`src/rtl/int_to_float_conv.sv`:
```
// int_to_float_conv
//   Iterative integer -> packed IEEE-754 converter (half / single / double).
//   It captures one operand, takes its magnitude, and normalises it with one
//   left shift per cycle. It then rounds to nearest-even and holds the result
//   until the consumer accepts it.
//
// Ports
//   clk_44        in   clock, rising edge
//   reset_44      in   asynchronous, active-low reset
//   in_valid_44   in   operand valid
//   in_ready_44   out  converter idle, operand can be accepted
//   int_in_44     in   [INT_WIDTH-1:0] integer operand
//   is_signed_44  in   1 = two's complement operand, 0 = unsigned
//   out_valid_44  out  result valid
//   out_ready_44  in   consumer accepts result
//   float_out_44  out  [REG_SIZE-1:0] packed {sign, exponent, fraction}
//   inexact_44    out  rounding discarded nonzero bits
//   overflow_44   out  result saturated to infinity
module int_to_float_conv #(
  parameter logic [1:0]  S         = 2'b00,
  parameter int unsigned INT_WIDTH = 16
) (
  input  logic                 clk_44,
  input  logic                 reset_44,
  input  logic                 in_valid_44,
  output logic                 in_ready_44,
  input  logic [INT_WIDTH-1:0] int_in_44,
  input  logic                 is_signed_44,
  output logic                 out_valid_44,
  input  logic                 out_ready_44,
  output logic [((S == 2'b00) ? 16 : (S == 2'b01) ? 32 : 64)-1:0] float_out_44,
  output logic                 inexact_44,
  output logic                 overflow_44
);

  localparam int unsigned REG_SIZE = (S == 2'b00) ? 16 : (S == 2'b01) ? 32 : 64;
  localparam int unsigned EXP_SIZE = (S == 2'b00) ? 5  : (S == 2'b01) ? 8  : 11;
  localparam int unsigned FRA_SIZE = (S == 2'b00) ? 10 : (S == 2'b01) ? 23 : 52;
  localparam int unsigned BIAS     = (S == 2'b00) ? 15 : (S == 2'b01) ? 127 : 1023;

  // The exponent register carries one spare bit so the rounding carry into
  // the all-ones code is visible. It is widened further when BIAS+INT_WIDTH
  // would not fit (half format with very wide integers).
  localparam int unsigned EXP_NEED = $clog2(BIAS + INT_WIDTH + 1);
  localparam int unsigned EXP_W    = (EXP_SIZE + 1 > EXP_NEED) ? EXP_SIZE + 1 : EXP_NEED;
  localparam int unsigned TAIL_W   = INT_WIDTH + FRA_SIZE + 1;

  localparam logic [EXP_W-1:0] EXP_INIT = EXP_W'(BIAS + INT_WIDTH - 1);
  localparam logic [EXP_W-1:0] EXP_MAX  = EXP_W'((1 << EXP_SIZE) - 1);

  typedef enum logic [2:0] {
    ST_IDLE,
    ST_ABS,
    ST_NORM,
    ST_ROUND,
    ST_DONE
  } state_t;

  state_t                state_q, state_d;
  logic                  is_signed_q, is_signed_d;
  logic                  sgn_q, sgn_d;
  logic [INT_WIDTH-1:0]  mag_q, mag_d;
  logic [EXP_W-1:0]      exp_q, exp_d;
  logic [REG_SIZE-1:0]   float_q, float_d;
  logic                  inexact_q, inexact_d;
  logic                  overflow_q, overflow_d;

  // Rounding datapath, evaluated from the normalised magnitude.
  // Bits below the hidden bit, padded so that fraction, guard and sticky
  // always exist even when INT_WIDTH-1 < FRA_SIZE.
  logic [TAIL_W-1:0]     tail;
  logic [FRA_SIZE-1:0]   frac_raw;
  logic                  guard;
  logic                  sticky;
  logic                  round_up;
  logic [FRA_SIZE:0]     frac_inc;
  logic [EXP_W-1:0]      exp_rnd;
  logic                  neg;

  assign tail     = {mag_q[INT_WIDTH-2:0], {(FRA_SIZE + 2){1'b0}}};
  assign frac_raw = tail[TAIL_W-1 -: FRA_SIZE];
  assign guard    = tail[TAIL_W-1-FRA_SIZE];
  assign sticky   = |tail[TAIL_W-2-FRA_SIZE:0];
  assign round_up = guard & (sticky | frac_raw[0]);
  assign frac_inc = {1'b0, frac_raw} + (FRA_SIZE + 1)'(round_up);
  assign exp_rnd  = exp_q + EXP_W'(frac_inc[FRA_SIZE]);

  assign neg      = is_signed_q & mag_q[INT_WIDTH-1];

  always_comb begin
    state_d     = state_q;
    is_signed_d = is_signed_q;
    sgn_d       = sgn_q;
    mag_d       = mag_q;
    exp_d       = exp_q;
    float_d     = float_q;
    inexact_d   = inexact_q;
    overflow_d  = overflow_q;

    unique case (state_q)
      ST_IDLE: begin
        if (in_valid_44) begin
          mag_d       = int_in_44;
          is_signed_d = is_signed_44;
          state_d     = ST_ABS;
        end
      end

      ST_ABS: begin
        // The most negative value negates to 100..0, which is the correct
        // unsigned magnitude.
        sgn_d = neg;
        mag_d = neg ? -mag_q : mag_q;
        exp_d = EXP_INIT;
        // A zero operand skips NORM (it has no leading one). ROUND then
        // turns mag==0 into +0, which gives zero its two-cycle latency.
        state_d = (mag_q == '0) ? ST_ROUND : ST_NORM;
      end

      ST_NORM: begin
        if (mag_q[INT_WIDTH-1]) begin
          state_d = ST_ROUND;
        end else begin
          mag_d = mag_q << 1;
          exp_d = exp_q - EXP_W'(1);
        end
      end

      ST_ROUND: begin
        if (mag_q == '0) begin
          float_d    = '0;
          inexact_d  = 1'b0;
          overflow_d = 1'b0;
        end else if (exp_rnd >= EXP_MAX) begin
          float_d    = {sgn_q, {EXP_SIZE{1'b1}}, {FRA_SIZE{1'b0}}};
          inexact_d  = guard | sticky;
          overflow_d = 1'b1;
        end else begin
          float_d    = {sgn_q, exp_rnd[EXP_SIZE-1:0], frac_inc[FRA_SIZE-1:0]};
          inexact_d  = guard | sticky;
          overflow_d = 1'b0;
        end
        state_d = ST_DONE;
      end

      ST_DONE: begin
        if (out_ready_44) begin
          state_d = ST_IDLE;
        end
      end

      default: begin
        state_d = ST_IDLE;
      end
    endcase
  end

  always_ff @(posedge clk_44 or negedge reset_44) begin
    if (!reset_44) begin
      state_q     <= ST_IDLE;
      is_signed_q <= 1'b0;
      sgn_q       <= 1'b0;
      mag_q       <= '0;
      exp_q       <= '0;
      float_q     <= '0;
      inexact_q   <= 1'b0;
      overflow_q  <= 1'b0;
    end else begin
      state_q     <= state_d;
      is_signed_q <= is_signed_d;
      sgn_q       <= sgn_d;
      mag_q       <= mag_d;
      exp_q       <= exp_d;
      float_q     <= float_d;
      inexact_q   <= inexact_d;
      overflow_q  <= overflow_d;
    end
  end

  assign in_ready_44  = (state_q == ST_IDLE);
  assign out_valid_44 = (state_q == ST_DONE);
  assign float_out_44 = float_q;
  assign inexact_44   = inexact_q;
  assign overflow_44  = overflow_q;

endmodule

```
`config.mk`:
```
export PLATFORM = sky130hd
export DESIGN_NAME = int_to_float_conv
export DESIGN_NICKNAME = d
export VERILOG_FILES = /design/src/rtl/int_to_float_conv.sv
export SDC_FILE = /design/constraint.sdc
export NUM_CORES = 1
export LEC_CHECK = 0
export CORE_MARGIN = 1.5
export CORE_UTILIZATION = 51
export DETAILED_ROUTE_END_ITERATION = 12
export DONT_BUFFER_PORTS = 1
export PLACE_DENSITY = 0.75
export SLEW_MARGIN = 20
export SYNTH_ARGS = -nofsm -noshare
export SYNTH_HDL_FRONTEND = slang
export SYNTH_SLANG_ARGS = --single-unit
export TNS_END_PERCENT = 5
```
`constraint.sdc`:
```
create_clock -name clk_44 -period 4.9 [get_ports clk_44]
set_input_delay 0.98 -clock clk_44 [delete_from_list [all_inputs] [get_ports clk_44]]
set_output_delay 0.98 -clock clk_44 [all_outputs]
set_load 0.05 [all_outputs]
```
## Word-level counts from Yosys, hierarchy flattened

Index checks and enable logic that the tools add are counted.

| storage, ports and cells | value |
|---|---|
| output and inout port bits | 20 |
| input port bits | 21 |
| bits in registers | 45 |

| operators by class | value |
|---|---|
| reductions and logical operators | 10 |
| multiplexer cells | 16 |
| bitwise logic cells | 4 |
| order comparisons | 1 |
| $add $sub $neg | 4 |
| eq/ne operators | 9 |

Operator list:

| operator | number |
|---|---|
| two-way mux 16 bit | 4 |
| one-hot mux 16 bit (3 select lines) | 1 |
| logical NOT 16 bit | 1 |
| negator 16 bit | 1 |
| two-way mux 15 bit | 1 |
| one-hot mux 3 bit (5 select lines) | 1 |
| one-hot mux 6 bit (2 select lines) | 1 |
| adder 10 x 1 -> 11 bit | 1 |
| two-way mux 3 bit | 3 |
| inequality test 2 bit (second input constant) | 4 |
| adder 6 x 1 -> 6 bit | 1 |
| == test 3 x 2 -> 1 bit (second input constant) | 2 |
| >= comparator 6 x 5 -> 1 bit (second input constant) | 1 |
| two-way mux 6 bit | 1 |
| AND reduction 3 bit | 2 |
| subtractor 6 x 1 -> 6 bit (second input constant) | 1 |
| two-way mux 1 bit | 4 |
| AND reduction 2 bit | 2 |
| AND reduction 4 bit | 1 |
| OR reduction 4 bit | 1 |
| == test 3 x 1 -> 1 bit (second input constant) | 1 |
| == test 3 bit (second input constant) | 1 |
| logical NOT 3 bit | 1 |
| nonzero test 3 bit | 1 |
| other kinds (4) | 6 |

## Logic depth before layout (Yosys ltp)

Gate-level depths: netlist (run 1).

| logic depth | value |
|---|---|
| depth in word-level cells | 8 |
| gate-level depth with buffers | 13 |

## Worst setup path before layout (run 1)

No wires, ideal clock.

| path | value |
|---|---|
| kind | flip-flop to output port |
| start | register state_q[0] |
| end | output in_ready_44 |
| buffers on the path | 2 |
| arrival | 1,821 ps |
| cell stages (with the launch flop) | 4 |
| required time | 3,920 ps |
| slack | 2,099 ps |
| cells stage by stage | dfrtp_1 > clkbuf_1 > clkbuf_1 > nor3_1 |

| between the ends | value |
|---|---|
| cells in the longest elaborated chain, start to end | 1 |

Ends and longest elaborated chain:

| item | RTL line | source |
|---|---|---|
| start, declared | 59 | `state_t state_q, state_d;` |
| start signal, assigned | 169 | `state_q <= state_d;` |
| logical NOT 3 bit | 180 | `assign in_ready_44 = (state_q == ST_IDLE);` |
| end, declared | 26 | `output logic in_ready_44,` |

Every way passes these cells.

## Worst setup path after layout (run 1)

| path | value |
|---|---|
| start | register mag_q[5] |
| end | register float_q[7] (netlist: float_out_44[7]) |

| between the ends | value |
|---|---|
| cells in the longest elaborated chain, start to end | 7 |
| elaborated cells between the ends (all ways) | 8 |

Ends and longest elaborated chain:

| item | RTL line | source |
|---|---|---|
| start, declared | 62 | `logic [INT_WIDTH-1:0] mag_q, mag_d;` |
| start signal, assigned | 172 | `mag_q <= mag_d;` |
| OR 1 bit | 84 | `assign round_up = guard & (sticky \| frac_raw[0]);` |
| bitwise AND 1 bit | 84 |  |
| adder 10 x 1 -> 11 bit | 85 | `assign frac_inc = {1'b0, frac_raw} + (FRA_SIZE + 1)'(round_up);` |
| adder 6 x 1 -> 6 bit | 86 | `assign exp_rnd = exp_q + EXP_W'(frac_inc[FRA_SIZE]);` |
| >= comparator 6 x 5 -> 1 bit | 134 | `end else if (exp_rnd >= EXP_MAX) begin` |
| two-way mux 15 bit | 134 |  |
| two-way mux 16 bit * | 130 | `if (mag_q == '0) begin` |
| end signal, assigned | 174 | `float_q <= float_d;` |
| end, declared | 64 | `logic [REG_SIZE-1:0] float_q, float_d;` |

Every way passes the cells marked *; elsewhere a longest branch is shown, timed or not.
A chain may end at the register's enable or synchronous reset.

==> flow_summary.yaml, run 1 <==
placement:
  dpl_cell_area_um2: 2790
  place.gp.congestion: 0.843
  hpwlAfterDp_um: 4170
  portBuffers: 0
  place_inst: 367
floorplanning:
  start_util_pct: 53.9
  num_rows: 26
  die_x_um: 77.2
  die_h_um: 77.2
  fp.dieArea_um2: 5960
  ios: 41
  core_um2: 5200
sta:
  setup_viol: 0
  min_period_over_period_pct: 60.0
  relSlewSlack_pct: 34.7
  final-hold-violation-count: 0
  timing.hold.ws_ps: 363
  drv_slew: 0
  tns_ps: 0
  tightest_slew_ps: 977
  timing.final.crit_period_ps: 2940
  finalClockSkew_ps: 9.72
  fmax_mhz: 340
  rsz0062_at_grt: "false"
setup_path:
  crit_top_cell: "ha_1"
  rr_worst_depth: 11
  crit_path_max_fanout: 10
  path_class: "reg2reg"
  worst-path-buf-inv: 0
  worst_setup_path_start_kind: "flip-flop"
  critPathTopFamily: "simple AND/OR/NAND/NOR gates"
  crit_slowest_cell: "dfrtp_1"
  required_ps: 5110
  path_cells: "and2_1 -> ha_1 -> and2_1 -> and3_1 -> ha_1 -> ha_1 -> xnor2_1 -> nor2_1 -> a211oi_1 -> nand2b_1 -> o31ai_1"
  max_stage_delay_ps: 480
  endpoint_kind: "flip-flop"
  crit_cells: 11
  arrival_ps: 3150
synthesis:
  synth_top_area_share_pct: 40.1
  yosysWarnings: 0
  synth_area_leaders: "dfrtp_1 40%, o31ai_1 5.6%, nand2_1 4.7%"
  syn-num-nets: 351
  netlist_area_um2: 2810
  synth.ff_latch_count: 45
  synth_cell_types: 55
  yosys.area.top_type: "dfrtp_1"
  yosysSeqAreaShare_pct: 40.1
  synth_commonest_cells: "45 x dfrtp_1, 35 x nand2_1, 29 x nor2_1"
  synth_edf_count: 0
  ys.flop_type: "dfrtp_1"
  synth-async-reset-ratio_pct: 100
  yosysMostFrequentCell: "dfrtp_1"
  synth_cells: 324
  avgSynthCellArea_um2: 8.66
global_route:
  grt_pass1_vias: 2236
  grt_max_degree: 46
  antenna_found_initial: 0
  grt_pass1_wl_um: 10500
  grt_usage_pct: 21.9
  overflow: 0
pwr:
  intPower_w: 0.00100
  switching_power_w: 0.00114
  combPwrFrac_pct: 41.2
  irDropWorstVdd_uv: 314
  clkPwrFrac_pct: 11.4
  swShare_pct: 53.3
  p_per_area_nw_per_um2: 743
  power.leakage_nw: 1.18
  sequentialPowerShare_pct: 47.3
final_layout:
  post-route-cell-area_um2: 2890
  multi_input_area_um2: 1530
  fin_nets: 331
  register_area_um2: 1130
  synthToLayoutAreaGrowth_pct: 2.90
  n_fill_cell: 511
  n_antenna_cell: 0
  drive_gt1_share_pct: 8.20
  post-route-util_pct: 55.5
  final_cells: 375
clock_network:
  tritoncts: "built"
  ctsLongestPathBuffers: 2
  clk_pin_slew_worst_paths_ps: 100
  htreeDepth: 2
  numCtsBuffers: 5
  cts_hold_buf: 0
  root_buffer: "clkbuf_8"
  clk_latency_ps: 300
  cts_setup_buffers: 0
  cts_sinks: 45
  cts.repair.resized: 0
hold_path:
  hp-class: "in2async"
route:
  drcViolationCount: 0
  dr.pass1.iters: 4
  wl_per_cell_um: 16.2
  drt_iter0_markers: 185
  vias: 2278
  drt-vias-per-instance: 6.07
  routed_wirelength_um: 6080
  ant_nets: 0
job:
  cap_violations: 0
run_status:
  status: "complete, no violations"
==> per-layer routing <==
| layer | up-vias | share of wire (%) | global-route usage (%) |
|---|---|---|---|
| met5 | - | 0 | 0 |
| met4 | 0 | 0.92 | 6.00 |
| met3 | 6 | 6.4 | 4.40 |
| met2 | 63 | 46 | 36.1 |
| met1 | 1088 | 47 | 29.3 |
| li1 | 1121 | - | - |
==> power groups by stage <==
stage / Clock, W / Combinational [W] / Sequential [W]
2_1_floorplan: 0 / 0.000886 / 0.000843
4_1_cts: 0.000252 / 0.000876 / 0.00101
6_report: 0.000246 / 0.000885 / 0.00102
3_3_place_gp: 0 / 0.000858 / 0.00101
3_5_place_dp: 0 / 0.000872 / 0.00102
5_1_grt: 0.000267 / 0.00100 / 0.00105
==> state kept, by name, summed over array words and instances (netlist names) <==
signal and flops:
exp_q 6, float_out_44 16, inexact_44 1, is_signed_q 1, mag_q 16, overflow_44 1, sgn_q 1, state_q 3
==> metrics by stage <==
step | power [W] | setup WS, ps
after CTS | 0.00214 | 1950
after global placement | 0.00186 | 2100
after floorplan | 0.00173 | 2100
after detailed placement | 0.00189 | 1960
after global routing | 0.00232 | 1690
final | 0.00215 | 1960
==> worst reg2reg max path, cell delays in order (launching register included) <==
cell	delay [ps]
dfrtp_1	480
and2_1	230
ha_1	220
and2_1	170
and3_1	180
ha_1	210
ha_1	210
xnor2_1	180
nor2_1	70
a211oi_1	300
nand2b_1	270
o31ai_1	320
==> cells in the final DEF (no fill, tap or decap), types with 6 or more instances in the layout <==
cell and n:
nor2_1 29, nand2_1 35, inv_1 12, o31ai_1 21, nand2b_1 6, xor2_1 9
dfrtp_1 45, ha_1 6, nor3_1 13, a21oi_1 10, nand3_1 10, o21ai_0 22
xnor2_1 9
==> cells by family (layout without fill, tap and decap cells) <==
| group | after synthesis | in the layout | share of synthesized area (%) |
|---|---|---|---|
| AND/OR/NAND/NOR | 128 | 128 | 24.1 |
| AO/OA/AOI/OAI | 86 | 86 | 21.0 |
| flip-flops | 45 | 45 | 40.1 |
| buffers and inverters | 40 | 21 | 6.06 |
| XOR/XNOR | 18 | 18 | 5.62 |
| adder cells (fa/ha/maj) | 6 | 6 | 2.67 |
| multiplexers | 1 | 1 | 0.401 |
==> layout make-up <==
class / count / area share (%)
Sequential cell: 45 / 39.0
Multi-Input combinational cell: 239 / 52.9
Clock inverter: 3 / 0.867
Tap cell: 70 / 3.03
Clock buffer: 5 / 2.38
Timing Repair Buffer: 1 / 0.260
Inverter: 12 / 1.56
==> worst paths after layout <==
path	startpoint	to	slack, ps
max	mag_q[5]	float_out_44[7]	1960
min	reset_44	is_signed_q	360
max reg2reg	mag_q[5]	float_out_44[7]	1960
min reg2reg	is_signed_q	is_signed_q	560
max in group asynchronous	reset_44	mag_q[7]	4430
min in group clk_44	is_signed_q	is_signed_q	560
Power figures use the tool's default switching activity.
==> run 2, diff against run 1 <==
--- a/config.mk
+++ b/config.mk
@@ -9,7 +9,7 @@
 export CORE_UTILIZATION = 51
 export DETAILED_ROUTE_END_ITERATION = 12
 export DONT_BUFFER_PORTS = 1
-export PLACE_DENSITY = 0.75
+export PLACE_DENSITY = 0.78
 export SLEW_MARGIN = 20
 export SYNTH_ARGS = -nofsm -noshare
 export SYNTH_HDL_FRONTEND = slang
==> constraint.sdc (replaced) <==
create_clock -name clk_44 -period 2.6 [get_ports clk_44]
set_input_delay 0.52 -clock clk_44 [delete_from_list [all_inputs] [get_ports clk_44]]
set_output_delay 0.52 -clock clk_44 [all_outputs]
set_load 0.05 [all_outputs]
==> flow_summary.yaml, run 2 (synthesis results as in run 1) <==
pwr:
  power.leakage_nw: 1.33
  p_per_area_nw_per_um2: 1390
  irDropWorstVdd_uv: 645
clock_network:
  tritoncts: "built"
  clk_latency_ps: 310
  ctsLongestPathBuffers: 2
  clk_pin_slew_worst_paths_ps: 90
  htreeDepth: 2
  cts_sinks: 45
  numCtsBuffers: 5
  root_buffer: "clkbuf_8"
job:
  cap_violations: 0
route:
  dr.pass1.iters: 4
  drt-vias-per-instance: 5.99
  drt_iter0_markers: 112
  ant_nets: 0
  routed_wirelength_um: 6270
  vias: 2395
  wl_per_cell_um: 15.7
  drcViolationCount: 0
floorplanning:
  core_um2: 5200
  num_rows: 26
  ios: 41
  die_h_um: 77.2
  die_x_um: 77.2
  fp.dieArea_um2: 5960
  start_util_pct: 53.9
sta:
  fmax_mhz: 403
  setup_slack_ps: 121
  timing.final.crit_period_ps: 2480
  setup_viol: 0
  drv_slew: 0
  min_period_over_period_pct: 95.3
  tightest_slew_ps: 604
  relSlewSlack_pct: 59.7
  final-hold-violation-count: 0
  finalClockSkew_ps: 3.81
final_layout:
  n_antenna_cell: 0
  final_cells: 400
  final_common_cell: "dfrtp_1"
  n_fill_cell: 421
  final_cell_mix: "45 x dfrtp_1, 35 x nand2_1, 29 x nor2_1"
  fin_nets: 356
  multi_input_area_um2: 1630
  drive_gt1_share_pct: 19.1
  register_area_um2: 1130
  synthToLayoutAreaGrowth_pct: 13.4
setup_path:
  path_class: "reg2reg"
  reg2reg_slack_ps: 120
  reg2reg_to: "float_out_44[4]"
  endpoint_kind: "flip-flop"
  critPathLaunch: "mag_q[5]"
  worst_setup_path_start_kind: "flip-flop"
  r2r-start: "mag_q[5]"
  crit_path_max_fanout: 5
  rr_worst_depth: 12
  arrival_ps: 2700
  required_ps: 2820
placement:
  portBuffers: 0
  pre_cts_slack_ps: -103
  place_inst: 388
  hpwlAfterDp_um: 4470
  place.gp.congestion: 0.875
global_route:
  overflow: 0
  grt_pass1_wl_um: 10200
  grt_usage_pct: 21.7
  grt_max_degree: 46
  antenna_found_initial: 0
  grt_pass1_vias: 2168
hold_path:
  hp-class: "in2async"
run_status:
  status: "complete, no violations"
[run 2: cell types whose count changed in the layout (fill, tap and decap cells not counted), sizes merged]
cell,change
clkinv,+1
buf,+24
inv,-1
nand2b,+1
[run 2: metal layers]
layer,track usage (%),up-vias,routed length [um]
met5,0,-,0
met4,6.36,0,81
met3,4.88,7,292
met2,33.9,61,3050
met1,30.0,1155,2840
li1,-,1172,-
[run 2: how the worst max path moves through the flow]
stage                           end  slack [ps]
CTS                 float_out_44[3]          -4
finish              float_out_44[4]         120
global placement    float_out_44[7]          50
global route        float_out_44[4]         -20
detailed placement  float_out_44[4]        -100
floorplan           float_out_44[8]          40
[run 2: final cells by class]
| cell class | instances | share of cell area (%) |
|---|---|---|
| well taps | 70 | 2.75 |
| clock buffers | 5 | 2.16 |
| clock inverters | 3 | 0.669 |
| multi-input cells | 240 | 51.1 |
| inverters | 12 | 1.42 |
| repair buffers | 25 | 6.53 |
| flip-flops and latches | 45 | 35.4 |
[run 2: worst max-delay path, stage by stage, from the launching register on]
cell and delay (ps):
dfrtp_1 380, and2_1 170, ha_2 180, and2_4 140
and3_1 160, ha_2 190, ha_2 200, xnor2_2 170
nor2_1 80, a211oi_2 210, buf_4 180, nand2b_4 110
o31ai_4 220
[run 2: stage by stage]
step | util, % | power (W) | setup TNS [ps] | area (um2) | hold slack, ps
6_report | 61.1 | 0.00444 | 0 | 3180 | 27.7
3_3_place_gp | 56.6 | 0.00373 | 0 | 2940 | 225
2_1_floorplan | - | 0.00326 | 0 | 2810 | 224
4_1_cts | 59.2 | 0.00429 | -4.34 | 3080 | 51.0
5_1_grt | 61.1 | 0.00477 | -55.6 | 3180 | 39.1
3_5_place_dp | 56.6 | 0.00380 | -638 | 2940 | 225
[run 2: timing repair]
action,CTS,global route
gates resized for setup,4,15
hold buffers,1,0
endpoints found under the hold margin,45,0
pin swaps,1,4
endpoints found under the setup margin,10,10
cloned,0,1
buffers inserted,0,2
[run 2: report_power, final]
| part | total (W) | switching [W] | internal (W) | leakage, nW |
|---|---|---|---|---|
| Clock | 0.000455 | 0.000264 | 0.000191 | 0.0445 |
| Sequential | 0.00171 | 0.000714 | 0.000997 | 0.550 |
| Combinational | 0.00227 | 0.00131 | 0.000956 | 0.737 |
==> run 3, diff against run 2 <==
--- a/config.mk
+++ b/config.mk
@@ -10,6 +10,7 @@
 export DETAILED_ROUTE_END_ITERATION = 12
 export DONT_BUFFER_PORTS = 1
 export PLACE_DENSITY = 0.78
+export RECOVER_POWER = 50
 export SLEW_MARGIN = 20
 export SYNTH_ARGS = -nofsm -noshare
 export SYNTH_HDL_FRONTEND = slang
==> flow_summary.yaml, run 3 (synthesis results as in run 1) <==
route:
  routed_wirelength_um: 6290
  drt-vias-per-instance: 5.97
  drcViolationCount: 0
  wl_per_cell_um: 15.7
  dr.pass1.iters: 4
  ant_nets: 0
  drt_iter0_markers: 112
  vias: 2388
floorplanning:
  start_util_pct: 53.9
  num_rows: 26
  die_x_um: 77.2
  die_h_um: 77.2
  core_um2: 5200
  ios: 41
  fp.dieArea_um2: 5960
setup_path:
  path_class: "reg2reg"
  reg2reg_slack_ps: 120
  crit_path_max_fanout: 5
  endpoint_kind: "flip-flop"
  arrival_ps: 2700
  required_ps: 2820
  worst_setup_path_start_kind: "flip-flop"
final_layout:
  n_antenna_cell: 0
  final_cell_mix: "45 x dfrtp_1, 35 x nand2_1, 29 x nor2_1"
  fin_nets: 356
  n_fill_cell: 424
  post-route-cell-area_um2: 3160
  synthToLayoutAreaGrowth_pct: 12.8
  final_common_cell: "dfrtp_1"
  drive_gt1_share_pct: 18.8
global_route:
  grt_max_degree: 46
  grt_pass1_vias: 2168
  grt_pass1_wl_um: 10200
  antenna_found_initial: 0
  overflow: 0
  grt_usage_pct: 21.7
clock_network:
  htreeDepth: 2
  tritoncts: "built"
  clk_latency_ps: 300
  clk_pin_slew_worst_paths_ps: 90
  ctsLongestPathBuffers: 2
  root_buffer: "clkbuf_8"
  numCtsBuffers: 5
  cts_sinks: 45
sta:
  tns_ps: 0
  min_period_over_period_pct: 95.3
  final-hold-violation-count: 0
  drv_slew: 46
  timing.final.crit_period_ps: 2480
  relSlewSlack_pct: -34.5
  finalClockSkew_ps: 2.62
  tightest_slew_ps: 2020
  setup_slack_ps: 121
  setup_viol: 0
  fmax_mhz: 403
run_status:
  violations: "capacitance limit, slew limit"
  status: "complete, but fails checks"
placement:
  portBuffers: 0
  dpl_cell_area_um2: 2940
  place.gp.congestion: 0.875
  pre_cts_slack_ps: -103
  hpwlAfterDp_um: 4470
job:
  cap_violations: 1
hold_path:
  hp-class: "in2reg"
pwr:
  p_per_area_nw_per_um2: 1400
  power.leakage_nw: 1.32
  irDropWorstVdd_uv: 645
==> run 3: what timing repair did <==
action,in CTS,in global routing
hold buffers,1,0
setup endpoints to repair,10,10
pin swaps,1,4
cloned,0,1
resized for setup,4,15
buffers inserted,0,2
hold endpoints to repair,45,0
==> run 3: power breakdown <==
part,internal (W),switching (W),leakage [nW]
Sequential,0.000997,0.000715,0.550
Clock,0.000191,0.000263,0.0445
Combinational,0.000952,0.00132,0.728
==> run 3: stage by stage <==
step	instances	hold slack, ps	util (%)	total power (W)
6_report	400	319	60.8	0.00443
3_3_place_gp	388	225	56.6	0.00373
4_1_cts	397	51.0	59.2	0.00429
2_1_floorplan	324	224	-	0.00326
3_5_place_dp	388	225	56.6	0.00380
5_1_grt	400	312	60.8	0.00477
==> run 3: critical path, stage by stage (launching register included) <==
cell and delay (ps):
dfrtp_1 380, and2_1 170, ha_2 180, and2_4 140
and3_1 160, ha_2 190, ha_2 200, xnor2_2 170
nor2_1 80, a211oi_2 210, buf_4 180, nand2b_4 110
o31ai_4 220
==> run 3: cell type report <==
class / instances / area (um2) / share of cell area (%)
Inverter: 12 / 45.0 / 1.42
Sequential cell: 45 / 1130 / 35.6
Timing Repair Buffer: 25 / 190 / 6.01
Clock buffer: 5 / 68.8 / 2.17
Multi-Input combinational cell: 240 / 1630 / 51.4
Tap cell: 70 / 87.6 / 2.77
Clock inverter: 3 / 21.3 / 0.672
==> run 3: path summary, 6_finish.rpt <==
| kind | startpoint | endpoint | cells after the start |
|---|---|---|---|
| max | mag_q[5] | float_out_44[4] | 12 |
| min | out_ready_44 | state_q[2] | 1 |
| min reg2reg | is_signed_q | is_signed_q | 1 |
| max in group asynchronous | reset_44 | mag_q[4] | 1 |
| min in group asynchronous | reset_44 | mag_q[3] | 1 |
| max reg2reg | mag_q[5] | float_out_44[4] | 12 |
==> run 3: per-layer routing <==
layer	wire length (um)	up-vias	global-route usage, %
li1	-	1172	-
met1	2830	1144	30.0
met2	3050	63	33.9
met3	311	9	4.88
met4	99	0	6.36
met5	0	-	0
